$ cat src/rtl/rx_backend.sv
// Receive back end: packs each received frame with its error flags and queues it
// in a first-word-fall-through FIFO with a sticky overrun flag.
module rx_backend #(
    parameter int DEPTH = 8
) (
    input  logic                     clk_i,
    input  logic                     rst_i,
    input  logic                     cr_ds_i,
    input  logic [10:0]              frame_i,
    input  logic                     parity_err_i,
    input  logic                     frame_err_i,
    input  logic                     frame_valid_i,
    input  logic                     rx_read_i,
    input  logic                     ovr_clr_i,
    output logic [7:0]               rx_data_o,
    output logic                     rx_pe_o,
    output logic                     rx_fe_o,
    output logic                     rxne_o,
    output logic                     rxfull_o,
    output logic                     ovr_o,
    output logic [$clog2(DEPTH):0]   count_o
);

    localparam int AW = $clog2(DEPTH);
    localparam int CW = AW + 1;
    localparam logic [CW-1:0] FULL_CNT = CW'(DEPTH);

    logic [9:0]    mem [DEPTH];
    logic [AW-1:0] wr_ptr;
    logic [AW-1:0] rd_ptr;
    logic [CW-1:0] count;
    logic          ovr;

    logic          empty;
    logic          full;
    logic          pop;
    logic          push;
    logic          overrun;
    logic [7:0]    data_in;
    logic [9:0]    entry;
    logic [9:0]    head;
    logic          unused_frame_hi;

    // Frame bits above bit 7 carry stop/parity positions and are not stored.
    assign unused_frame_hi = ^frame_i[10:8];

    assign empty   = (count == '0);
    assign full    = (count == FULL_CNT);
    assign pop     = rx_read_i & ~empty;
    // A pop in the same cycle frees the slot, so a push into a full FIFO still lands.
    assign push    = frame_valid_i & (~full | pop);
    assign overrun = frame_valid_i & full & ~pop;

    assign data_in = cr_ds_i ? frame_i[7:0] : {1'b0, frame_i[6:0]};
    assign entry   = {frame_err_i, parity_err_i, data_in};

    always_ff @(posedge clk_i) begin
        if (push && rst_i) begin
            mem[wr_ptr] <= entry;
        end
    end

    always_ff @(posedge clk_i or negedge rst_i) begin
        if (!rst_i) begin
            wr_ptr <= '0;
            rd_ptr <= '0;
            count  <= '0;
            ovr    <= 1'b0;
        end else begin
            if (push) begin
                wr_ptr <= wr_ptr + AW'(1);
            end
            if (pop) begin
                rd_ptr <= rd_ptr + AW'(1);
            end
            if (push && !pop) begin
                count <= count + CW'(1);
            end else if (pop && !push) begin
                count <= count - CW'(1);
            end
            // A new overrun wins over a clear in the same cycle.
            if (overrun) begin
                ovr <= 1'b1;
            end else if (ovr_clr_i) begin
                ovr <= 1'b0;
            end
        end
    end

    assign head      = mem[rd_ptr];
    assign rx_data_o = empty ? 8'h00 : head[7:0];
    assign rx_pe_o   = ~empty & head[8];
    assign rx_fe_o   = ~empty & head[9];
    assign rxne_o    = ~empty;
    assign rxfull_o  = full;
    assign ovr_o     = ovr;
    assign count_o   = count;

endmodule

$ cat config.mk
export PLATFORM = sky130hd
export DESIGN_NAME = rx_backend
export DESIGN_NICKNAME = d
export VERILOG_FILES = /design/src/rtl/rx_backend.sv
export SDC_FILE = /design/constraint.sdc
export NUM_CORES = 1
export LEC_CHECK = 0
export ABC_AREA = 1
export CORE_MARGIN = 2
export CORE_UTILIZATION = 30
export CTS_BUF_LIST = sky130_fd_sc_hd__clkbuf_8
export DETAILED_ROUTE_END_ITERATION = 8
export MAX_ROUTING_LAYER = met4
export PLACE_DENSITY_LB_ADDON = 0.2
export SYNTH_ARGS = -nofsm -noshare
export SYNTH_HDL_FRONTEND = slang
export SYNTH_SLANG_ARGS = --single-unit
$ cat constraint.sdc
create_clock -name clk_i -period 1.82 [get_ports clk_i]
set_clock_uncertainty 0.15 [all_clocks]
set_input_delay 0.182 -clock clk_i [delete_from_list [all_inputs] [get_ports clk_i]]
set_output_delay 0.182 -clock clk_i [all_outputs]
set_load 0.1 [all_outputs]
## After elaboration in Yosys (flattened, before gate mapping)

Memory sizes are Yosys's and may differ from the RTL's.
Cells that the tools add are included.

- Output and inout port bits: 17
- Memory bits (writable): 80
- Flip-flop bits (word level): 11
- Memories kept: 1
- Input port bits: 19
- Logic and storage cells: 36

- Equal/unequal tests: 1
- Muxes and demuxes: 8
- Reduce and logical (&&, ||, !) cells: 8
- Bitwise operators: 10
- $add $sub $neg: 4

Memories:

| memory | words | width | read ports | clocked after Yosys merged registers in | write ports | RTL line | RTL |
|---|---|---|---|---|---|---|---|
| mem | 8 | 10 | 1 | 0 | 1 | 28 | `logic [9:0] mem [DEPTH];` |

Operators by type and width:

| kind | number |
|---|---|
| 2-to-1 mux 8 bit | 2 |
| 2-to-1 mux 4 bit | 2 |
| adder 3 x 1 -> 3 bit (second input constant) | 2 |
| AND 1 bit | 6 |
| adder 4 x 1 -> 4 bit (second input constant) | 1 |
| equality test 4 bit (second input constant) | 1 |
| zero test 4 bit | 1 |
| 2-to-1 mux 1 bit | 4 |
| nonzero test 2 bit | 2 |
| subtractor 4 x 1 -> 4 bit (second input constant) | 1 |
| logical AND 1 bit | 3 |
| NOT 1 bit | 3 |
| zero test 1 bit | 2 |
| OR 1 bit | 1 |

## Logic depth before layout (Yosys ltp)

Gate-level depths: netlist (run 1).

- Depth after elaboration: 9
- Mapped depth: 13
- Gate-level depth less buffers: 13

## Worst setup path after synthesis (run 1)

Ideal clock, no wire load.

- Path kind: flip-flop to output port
- From: reg count[0] (netlist: count_o[0])
- To: out rx_data_o[0]
- Buffers on the path: 1
- Arrival: 2.975 ns
- Setup slack: -1.487 ns
- Cell stages (with the launch flop): 6
- Required time: 1.488 ns
- Cells stage by stage: dfrtp_1 > nor2_2 > nand2_1 > buf_4 > nand2_1 > nor2_1

- Word-level cells in the longest chain between the ends: 2

Ends and longest elaborated chain:

| element | RTL line | RTL |
|---|---|---|
| from (decl) | 31 | `logic [CW-1:0] count;` |
| from (signal assigned) | 77 | `count <= count + CW'(1);` |
| from (signal assigned) | 79 | `count <= count - CW'(1);` |
| zero test 4 bit | 47 | `assign empty = (count == '0);` |
| 2-to-1 mux 8 bit | 91 | `assign rx_data_o = empty ? 8'h00 : head[7:0];` |
| to (decl) | 15 | `output logic [7:0] rx_data_o,` |

Every way passes these cells.

## Final worst setup path (run 1)

- From: reg rd_ptr[0]
- To: out rx_data_o[4]

- Word-level cells in the longest chain between the ends: 2

Ends and longest elaborated chain:

| element | RTL line | RTL |
|---|---|---|
| from (decl) | 30 | `logic [AW-1:0] rd_ptr;` |
| from (signal assigned) | 74 | `rd_ptr <= rd_ptr + AW'(1);` |
| memory read (8 x 10 bit) | -- |  |
| 2-to-1 mux 8 bit | 91 |  |

Every way passes these cells.

==> results.toml, run 1 <==
[detailed_routing]
drc_errors = 0
via_count = 2984
vias_per_cell = 4.32
first_pass_iters = 4
drtIter0Drc = 178
wl_per_cell_um = 13.6
antenna_left = 0
routed_wl_mm = 9.37

[critical_path]
crit_start = "rd_ptr[0]"
r2r-end = "count_o[3]"
startpoint_type = "register"
required_ns = 1.49
crit_end = "rx_data_o[4]"
r2r_setup_slack_ns = -0.14
crit_path_max_fanout = 21
crit_type = "reg -> out"
cp_data_arrival_time_ns = 1.66
r2r_cells = 13
worstSetupEndpointType = "primary output"
rr_startpoint = "count_o[0]"

[cells_and_area]
drive_gt1_frac = 0.290
areaGrowthSynthToFinish_pct = 38.2
fin_nets = 530
diodes = 0
final_util = 0.422

[logic_synthesis]
syn_inst = 434
ys_top_cells_by_count = "nand2_1, inv_1, edfxtp_1, nand3_1, nor2_1"
synth.distinct_cells = 22
yosysWarnings = 0
yosys.area_share.simple = 0.214
synth_compound_area_frac = 0.00714
synth.net_count = 459
synth.most_common_cell = "nand2_1"
ys_async_sr_fraction = 0.121
syn_area_um2 = 4210
yosys.area.top_type = "edfxtp_1"
synth_area_leaders = "edfxtp_1, nand2_1, inv_1"
yosys.area_share.adder = 0.0196
synth.ff_latch_count = 91
synth-main-ff-cell = "edfxtp_1"
synthDominantCellAreaShare = 0.571
synth.yosys.seq_area_share = 0.637
synthMuxAreaShare = 0
synth_edf_count = 80
synth_top_family_by_area = "simple AND/OR/NAND/NOR gates"
avgSynthCellArea_um2 = 9.69
synth_xor_area_frac = 0.0125

[placement]
routabilityCongestion = 0.802
hpwlAfterDp_mm = 6.36
post-place-ws_ns = -0.234
numPortBuffers = 32

[floorplanning]
die_width_um = 122
fp.dieH_um = 122
pin_count = 36
initial_utilization = 0.305
num_rows = 43
coreArea_um2 = 13800
die_area_um2 = 15000

[sta]
fin_crit_sh = 1.09
hold_violations = 0
setup_viol = 13
rsz0062_at_grt = "true"
max_freq_mhz = 502
fin_crit_ns = 1.99
maxSlewHeadroom = 0.760
fin_ws_ns = -0.171
tightestPinTransition_ns = 0.359
final_max_slew_viol_count = 0

[clock_network]
clock_insertion_delay_worst_skew_ns = 0.36
cts_tree = "built"
cts_buffers = 9
cts_sinks = 91
ctsRootBufferMaster = "clkbuf_8"
htree_levels = 3
hold_buffers = 0
cts.path.max_buffers = 2
clkTransAtPathRegs_ns = 0.09

[worst_hold_path]
hold_class = "in -> async"

[status]
failed_checks = "setup timing"
outcome = "finished with violations"

[grt]
grt_pass1_wl_mm = 15.1
antenna_found_initial = 0
overflow = 0
grt_max_degree = 22
track_usage = 0.140
grt_pass1_vias = 2964

[flow_run]
maxCapViolations = 0
-- cell type report --
class | count | area [um^2]
clock buffer | 9 | 124
clock inverter | 7 | 67.6
fill | 1362 | 7960
inverter | 92 | 357
multi-input combinational | 235 | 1390
sequential | 91 | 2690
tap | 180 | 225
timing repair buffer | 76 | 957
-- how the worst min path moves through the flow --
stage                       to  startpoint  cells past startpoint  slack (ns)
global route        count_o[0]       rst_i                      2        0.17
detailed placement   wr_ptr[0]   wr_ptr[0]                      2        0.38
global placement     wr_ptr[0]   wr_ptr[0]                      2        0.36
finish              count_o[0]       rst_i                      2        0.15
floorplan                ovr_o       rst_i                      0       -0.26
CTS                 count_o[0]       rst_i                      2        0.14
-- worst max-delay path: stages, from the launching register on --
cell	delay, ns
dfrtp_2	0.48
inv_4	0.10
buf_12	0.16
nand2_1	0.08
nand3_2	0.07
nand2_1	0.06
nor2_2	0.12
nor2_4	0.06
buf_12	0.16
-- cell families after synthesis --
logic type,Yosys count
flip-flops,91
buffers and inverters,108
adder cells (fa/ha/maj),6
AO/OA/AOI/OAI,6
XOR/XNOR,6
AND/OR/NAND/NOR,217
-- through the flow --
| step | instance area, um^2 | std cells | TNS (ns) | hold WS [ns] |
|---|---|---|---|---|
| after floorplan | 4380 | 434 | -15.81 | -0.264 |
| after global routing | 5810 | 690 | -4.95 | 0.170 |
| after CTS | 5670 | 689 | -2.38 | 0.136 |
| after detailed placement | 5350 | 670 | -12.14 | 0.378 |
| final | 5810 | 690 | -1.92 | 0.147 |
| after global placement | 5350 | 670 | -10.42 | 0.360 |
-- layout by cell type, fill, tap and decap left out, types with 3 or more instances in the layout --
| cell type | Yosys | final |
|---|---|---|
| buf_4 | 2 | 24 |
| clkbuf_8 | 0 | 9 |
| nor2_1 | 33 | 7 |
| buf_12 | 0 | 24 |
| nor2_4 | 0 | 18 |
| nand3_2 | 0 | 10 |
| nand3_1 | 58 | 46 |
| ha_4 | 0 | 3 |
| nand2_2 | 2 | 19 |
| edfxtp_1 | 80 | 80 |
| xnor2_1 | 5 | 4 |
| nor2_2 | 1 | 9 |
| dfrtp_4 | 0 | 4 |
| dfrtp_1 | 11 | 6 |
| nand2_1 | 121 | 104 |
| buf_6 | 5 | 13 |
| clkinvlp_4 | 0 | 3 |
| clkdlybuf4s50_1 | 0 | 15 |
| inv_1 | 91 | 88 |
-- metal layers --
metal,vias to the layer above,part of all wire,global-route usage
li1,1498,-,-
met5,-,0,-
met3,6,0.022,0.0251
met2,37,0.52,0.227
met1,1443,0.45,0.171
met4,0,0.010,0.0589
-- state kept, by name (all words and copies together), names as in the netlist --
name	cells
count_o	4
mem	80
ovr_o	1
rd_ptr	3
wr_ptr	3
-- what timing repair did --
item / in CTS / in global routing
pin swaps: 15 / 4
buffers inserted: 4 / 1
endpoints found under the setup margin: 49 / 55
gates resized for setup: 34 / 34
hold endpoints to repair: 0 / 0
Power of run 1 is not shown: default switching activity piles up to over one toggle a cycle in this logic, so the estimate is an artifact.
==> run 2, diff against run 1 <==
Settings changed: CORE_UTILIZATION 30 to 54.
==> run 2 against run 1 <==
The run still ends with setup timing left. Worst hold slack got worse by 0.034 ns. Critical path depth fell by 1. Design area fell by 1.1%. Critical path type unchanged.
==> results.toml, run 2 (synthesized netlist as in run 1, its figures left out) <==
[critical_path]
r2r_setup_slack_ns = -0.18
r2r_cells = 9
cp_data_arrival_time_ns = 1.73
crit_start = "count_o[0]"
crit_type = "reg -> out"
worstSetupEndpointType = "primary output"
worstPathCellList = "nor2_4, buf_4, nand2_2, buf_6, nand2_1, nor2_4, buf_12"
r2r-end = "count_o[1]"
rr_startpoint = "count_o[0]"
cpMostUsedCell = "nor2_4"
slowest_delay_ns = 0.43
crit_path_max_fanout = 12
crit_end = "rx_data_o[7]"
startpoint_type = "register"
slowest_stage = "dfrtp_4"
required_ns = 1.49

[grt]
track_usage = 0.249
grt_pass1_vias = 3063
grt_max_degree = 42
grt_pass1_wl_mm = 15.2
antenna_found_initial = 0
overflow = 0

[flow_run]
maxCapViolations = 0

[sta]
fin_ws_ns = -0.243
max_freq_mhz = 485
fin_crit_ns = 2.06
fin_crit_sh = 1.13
tightestPinTransition_ns = 0.287
maxSlewHeadroom = 0.808
final_max_slew_viol_count = 0
rsz0062_at_grt = "true"
setup_viol = 52
hold_violations = 0

[detailed_routing]
routed_wl_mm = 10.0
wl_per_cell_um = 16.3
vias_per_cell = 5.10
antenna_left = 0
first_pass_iters = 7
drtIter0Drc = 235
via_count = 3130
drc_errors = 0

[floorplanning]
initial_utilization = 0.550
die_width_um = 92.2
num_rows = 32
die_area_um2 = 8510
fp.dieH_um = 92.2
coreArea_um2 = 7650
pin_count = 36

[status]
failed_checks = "setup timing"
outcome = "finished with violations"

[cells_and_area]
drive_gt1_frac = 0.281
fin_nets = 532
diodes = 0
areaGrowthSynthToFinish_pct = 36.7
largest_reg_flops = 80
stdcell_area_um2 = 5750
largest_register = "mem"
final_cell_mix = "nand2_1, inv_1, edfxtp_1"
nFillCells = 500
final_cells = 614
mostFrequentLayoutCell = "nand2_1"

[clock_network]
clock_insertion_delay_worst_skew_ns = 0.36
htree_levels = 3
cts_buffers = 9
cts_sinks = 91
clkTransAtPathRegs_ns = 0.09
cts_tree = "built"
ctsRootBufferMaster = "clkbuf_8"
cts.path.max_buffers = 2

[placement]
detailed_place.area_um2 = 5170
hpwlAfterDp_mm = 5.73
dp.cells = 586
numPortBuffers = 32
routabilityCongestion = 0.820

[worst_hold_path]
hold_class = "in -> async"
-- run 2: changes by cell type in the layout (fill, tap and decap cells not counted), moves of 2 or more --
cell / change
nand3_2: -3
buf_4: +3
buf_12: -2
clkinvlp_4: -2
buf_6: -3
nand2_1: +2
nand3_4: -2
bufinv_16: +2
buf_8: +2
nor2_1: +2
nand2_2: -2
nand3_1: +5
nor2_2: -2
-- run 2: what timing repair did --
item	CTS	global route
endpoints found under the setup margin	26	74
hold buffers	0	0
buffers inserted	4	7
pin swaps	8	28
gates resized for setup	21	53
gates cloned	1	3
-- run 2: worst min path at each step --
stage / start / end / cells past startpoint / slack [ns]
2_1_floorplan: rst_i / ovr_o / 0 / -0.26
3_3_place_gp: wr_ptr[0] / wr_ptr[0] / 2 / 0.35
3_5_place_dp: wr_ptr[0] / wr_ptr[0] / 2 / 0.38
4_1_cts: rst_i / ovr_o / 2 / 0.10
5_1_grt: rst_i / ovr_o / 2 / 0.14
6_report: rst_i / wr_ptr[0] / 2 / 0.11
-- run 2: through the flow --
step / hold WS, ns / utilization / setup TNS (ns) / setup slack (ns)
3_3_place_gp: 0.353 / 0.676 / -6.39 / -0.167
4_1_cts: 0.104 / 0.720 / -2.86 / -0.253
6_report: 0.113 / 0.752 / -3.21 / -0.243
5_1_grt: 0.136 / 0.752 / -7.81 / -0.335
3_5_place_dp: 0.378 / 0.676 / -8.45 / -0.268
2_1_floorplan: -0.264 / - / -15.81 / -0.313
-- run 2: worst max-delay path: cells and delay by family (launching register included) --
kind | cells | cell delay (ns)
AND/OR/NAND/NOR | 4 | 0.41
buffers and inverters | 3 | 0.53
flip-flops | 1 | 0.43
-- run 2: cell type report --
cell class / count / area, um^2 / share of cell area
repair inverters: 2 / 27.5 / 0.00479
well taps: 102 / 128 / 0.0222
clock buffers: 9 / 124 / 0.0215
multi-input cells: 235 / 1340 / 0.233
clock inverters: 7 / 121 / 0.0211
flip-flops and latches: 91 / 2690 / 0.468
inverters: 92 / 380 / 0.0661
repair buffers: 76 / 936 / 0.163
-- run 2: metal layers --
metal | up-vias | GRT usage | wire length [um]
met3 | 15 | 0.0460 | 397
met2 | 90 | 0.425 | 5320
li1 | 1511 | - | -
met1 | 1514 | 0.297 | 4170
met4 | 0 | 0.0920 | 140
met5 | - | - | 0
Power of run 2 is left out for the same reason.
==> run 3, diff against run 2 <==
Settings changed: RECOVER_POWER set to 25.
==> run 3 against run 2 <==
The flow still finishes with violations (setup timing). Routed wire length fell by 0.42%. Fmax fell by 0.11%. Global-route usage did not move. Sequential share of layout area barely moved. Design area barely moved. Count of clock-buffer cells in the layout did not move. Critical path type unchanged.
==> results.toml, run 3 (synthesized netlist as in run 1, its figures left out) <==
[status]
outcome = "finished with violations"
failed_checks = "setup timing"

[cells_and_area]
final_cells = 614
fin_nets = 532
largest_reg_flops = 80
diodes = 0
stdcell_area_um2 = 5750
mostFrequentLayoutCell = "nand2_1"
largest_register = "mem"
drive_gt1_frac = 0.279
final_cell_mix = "nand2_1, inv_1, edfxtp_1"
areaGrowthSynthToFinish_pct = 36.7

[detailed_routing]
met3_length_um = 558
routed_wl_mm = 9.99
wl_met1_mm = 4.03
highest_layer = "met4"
via_count = 3141
drc_errors = 0
wl_met2_mm = 5.26
antenna_left = 0
drtIter0Drc = 241
wl_per_cell_um = 16.3
first_pass_iters = 4
vias_per_cell = 5.12

[clock_network]
cts_tree = "built"
htree_levels = 3
cts_sinks = 91
clock_insertion_delay_worst_skew_ns = 0.36
hold_buffers = 0
clkTransAtPathRegs_ns = 0.09
cts.path.max_buffers = 2
ctsRootBufferMaster = "clkbuf_8"
cts_buffers = 9

[sta]
setup_viol = 52
hold_violations = 0
fin_crit_sh = 1.13
maxSlewHeadroom = 0.548
fin_crit_ns = 2.07
max_freq_mhz = 484
rsz0062_at_grt = "true"
final_max_slew_viol_count = 0
tightestPinTransition_ns = 0.678
fin_ws_ns = -0.246
whs_ns = 0.239

[critical_path]
slowest_stage = "dfrtp_4"
crit_path_max_fanout = 12
cpMostUsedCell = "nor2_4"
cp_top_family = "buffers and inverters"
startpoint_type = "register"
required_ns = 1.49
worstSetupEndpointType = "primary output"
cp_data_arrival_time_ns = 1.73
path_buf_inv = 3
worstPathCellList = "nor2_4, buf_4, nand2_2, buf_6, nand2_1, nor2_4, buf_12"
slowest_delay_ns = 0.43
crit_type = "reg -> out"

[worst_hold_path]
hold_class = "in -> reg"

[floorplanning]
coreArea_um2 = 7650
die_area_um2 = 8510
initial_utilization = 0.550
die_width_um = 92.2
fp.dieH_um = 92.2
pin_count = 36
num_rows = 32

[placement]
hpwlAfterDp_mm = 5.73
dp.cells = 586
detailed_place.area_um2 = 5170
routabilityCongestion = 0.820
numPortBuffers = 32

[grt]
grt_pass1_vias = 3063
grt_max_degree = 42
overflow = 0
grt_pass1_wl_mm = 15.2
antenna_found_initial = 0
track_usage = 0.249

[flow_run]
maxCapViolations = 0
[run 3: cell types whose count changed in the layout (fill, tap and decap cells not counted), sizes merged]
cell           change
buf                -1
clkdlybuf4s50      -4
dlygate4sd3        +4
clkbuf             +1
[run 3: worst paths after layout]
kind | startpoint | to | slack, ns | depth (start not counted)
min in group asynchronous | rst_i | ovr_o | 0.36 | 2
max | count_o[0] | rx_data_o[4] | -0.25 | 7
max reg2reg | count_o[0] | count_o[1] | -0.18 | 9
max in group asynchronous | rst_i | count_o[3] | 0.65 | 2
min reg2reg | wr_ptr[0] | wr_ptr[0] | 0.42 | 2
min | ovr_clr_i | ovr_o | 0.24 | 2
[run 3: metal layers]
metal,vias to the layer above,track usage
met5,-,-
met1,1497,0.297
met3,15,0.0460
met4,0,0.0920
met2,117,0.425
li1,1512,-
[run 3: stage by stage]
stage          worst slack (ns)  TNS, ns   util
2_1_floorplan            -0.313   -15.81      -
3_3_place_gp             -0.167    -6.39  0.676
3_5_place_dp             -0.268    -8.45  0.676
4_1_cts                  -0.253    -2.86  0.720
5_1_grt                  -0.335    -7.81  0.751
6_report                 -0.246    -3.18  0.751
[run 3: repair_timing]
action,4_1_cts,5_1_grt
setup buffers,4,7
pin swaps,8,28
cloned,1,3
gates resized for setup,21,53
endpoints found under the setup margin,26,74
[run 3: area by class of cell]
cell class,count,area [um^2]
timing repair inverter,2,27.5
multi-input combinational,235,1340
inverter,92,380
clock inverter,7,121
clock buffer,9,124
tap,102,128
sequential,91,2690
timing repair buffer,76,932
fill,502,1900
Power of run 3 is left out for the same reason.
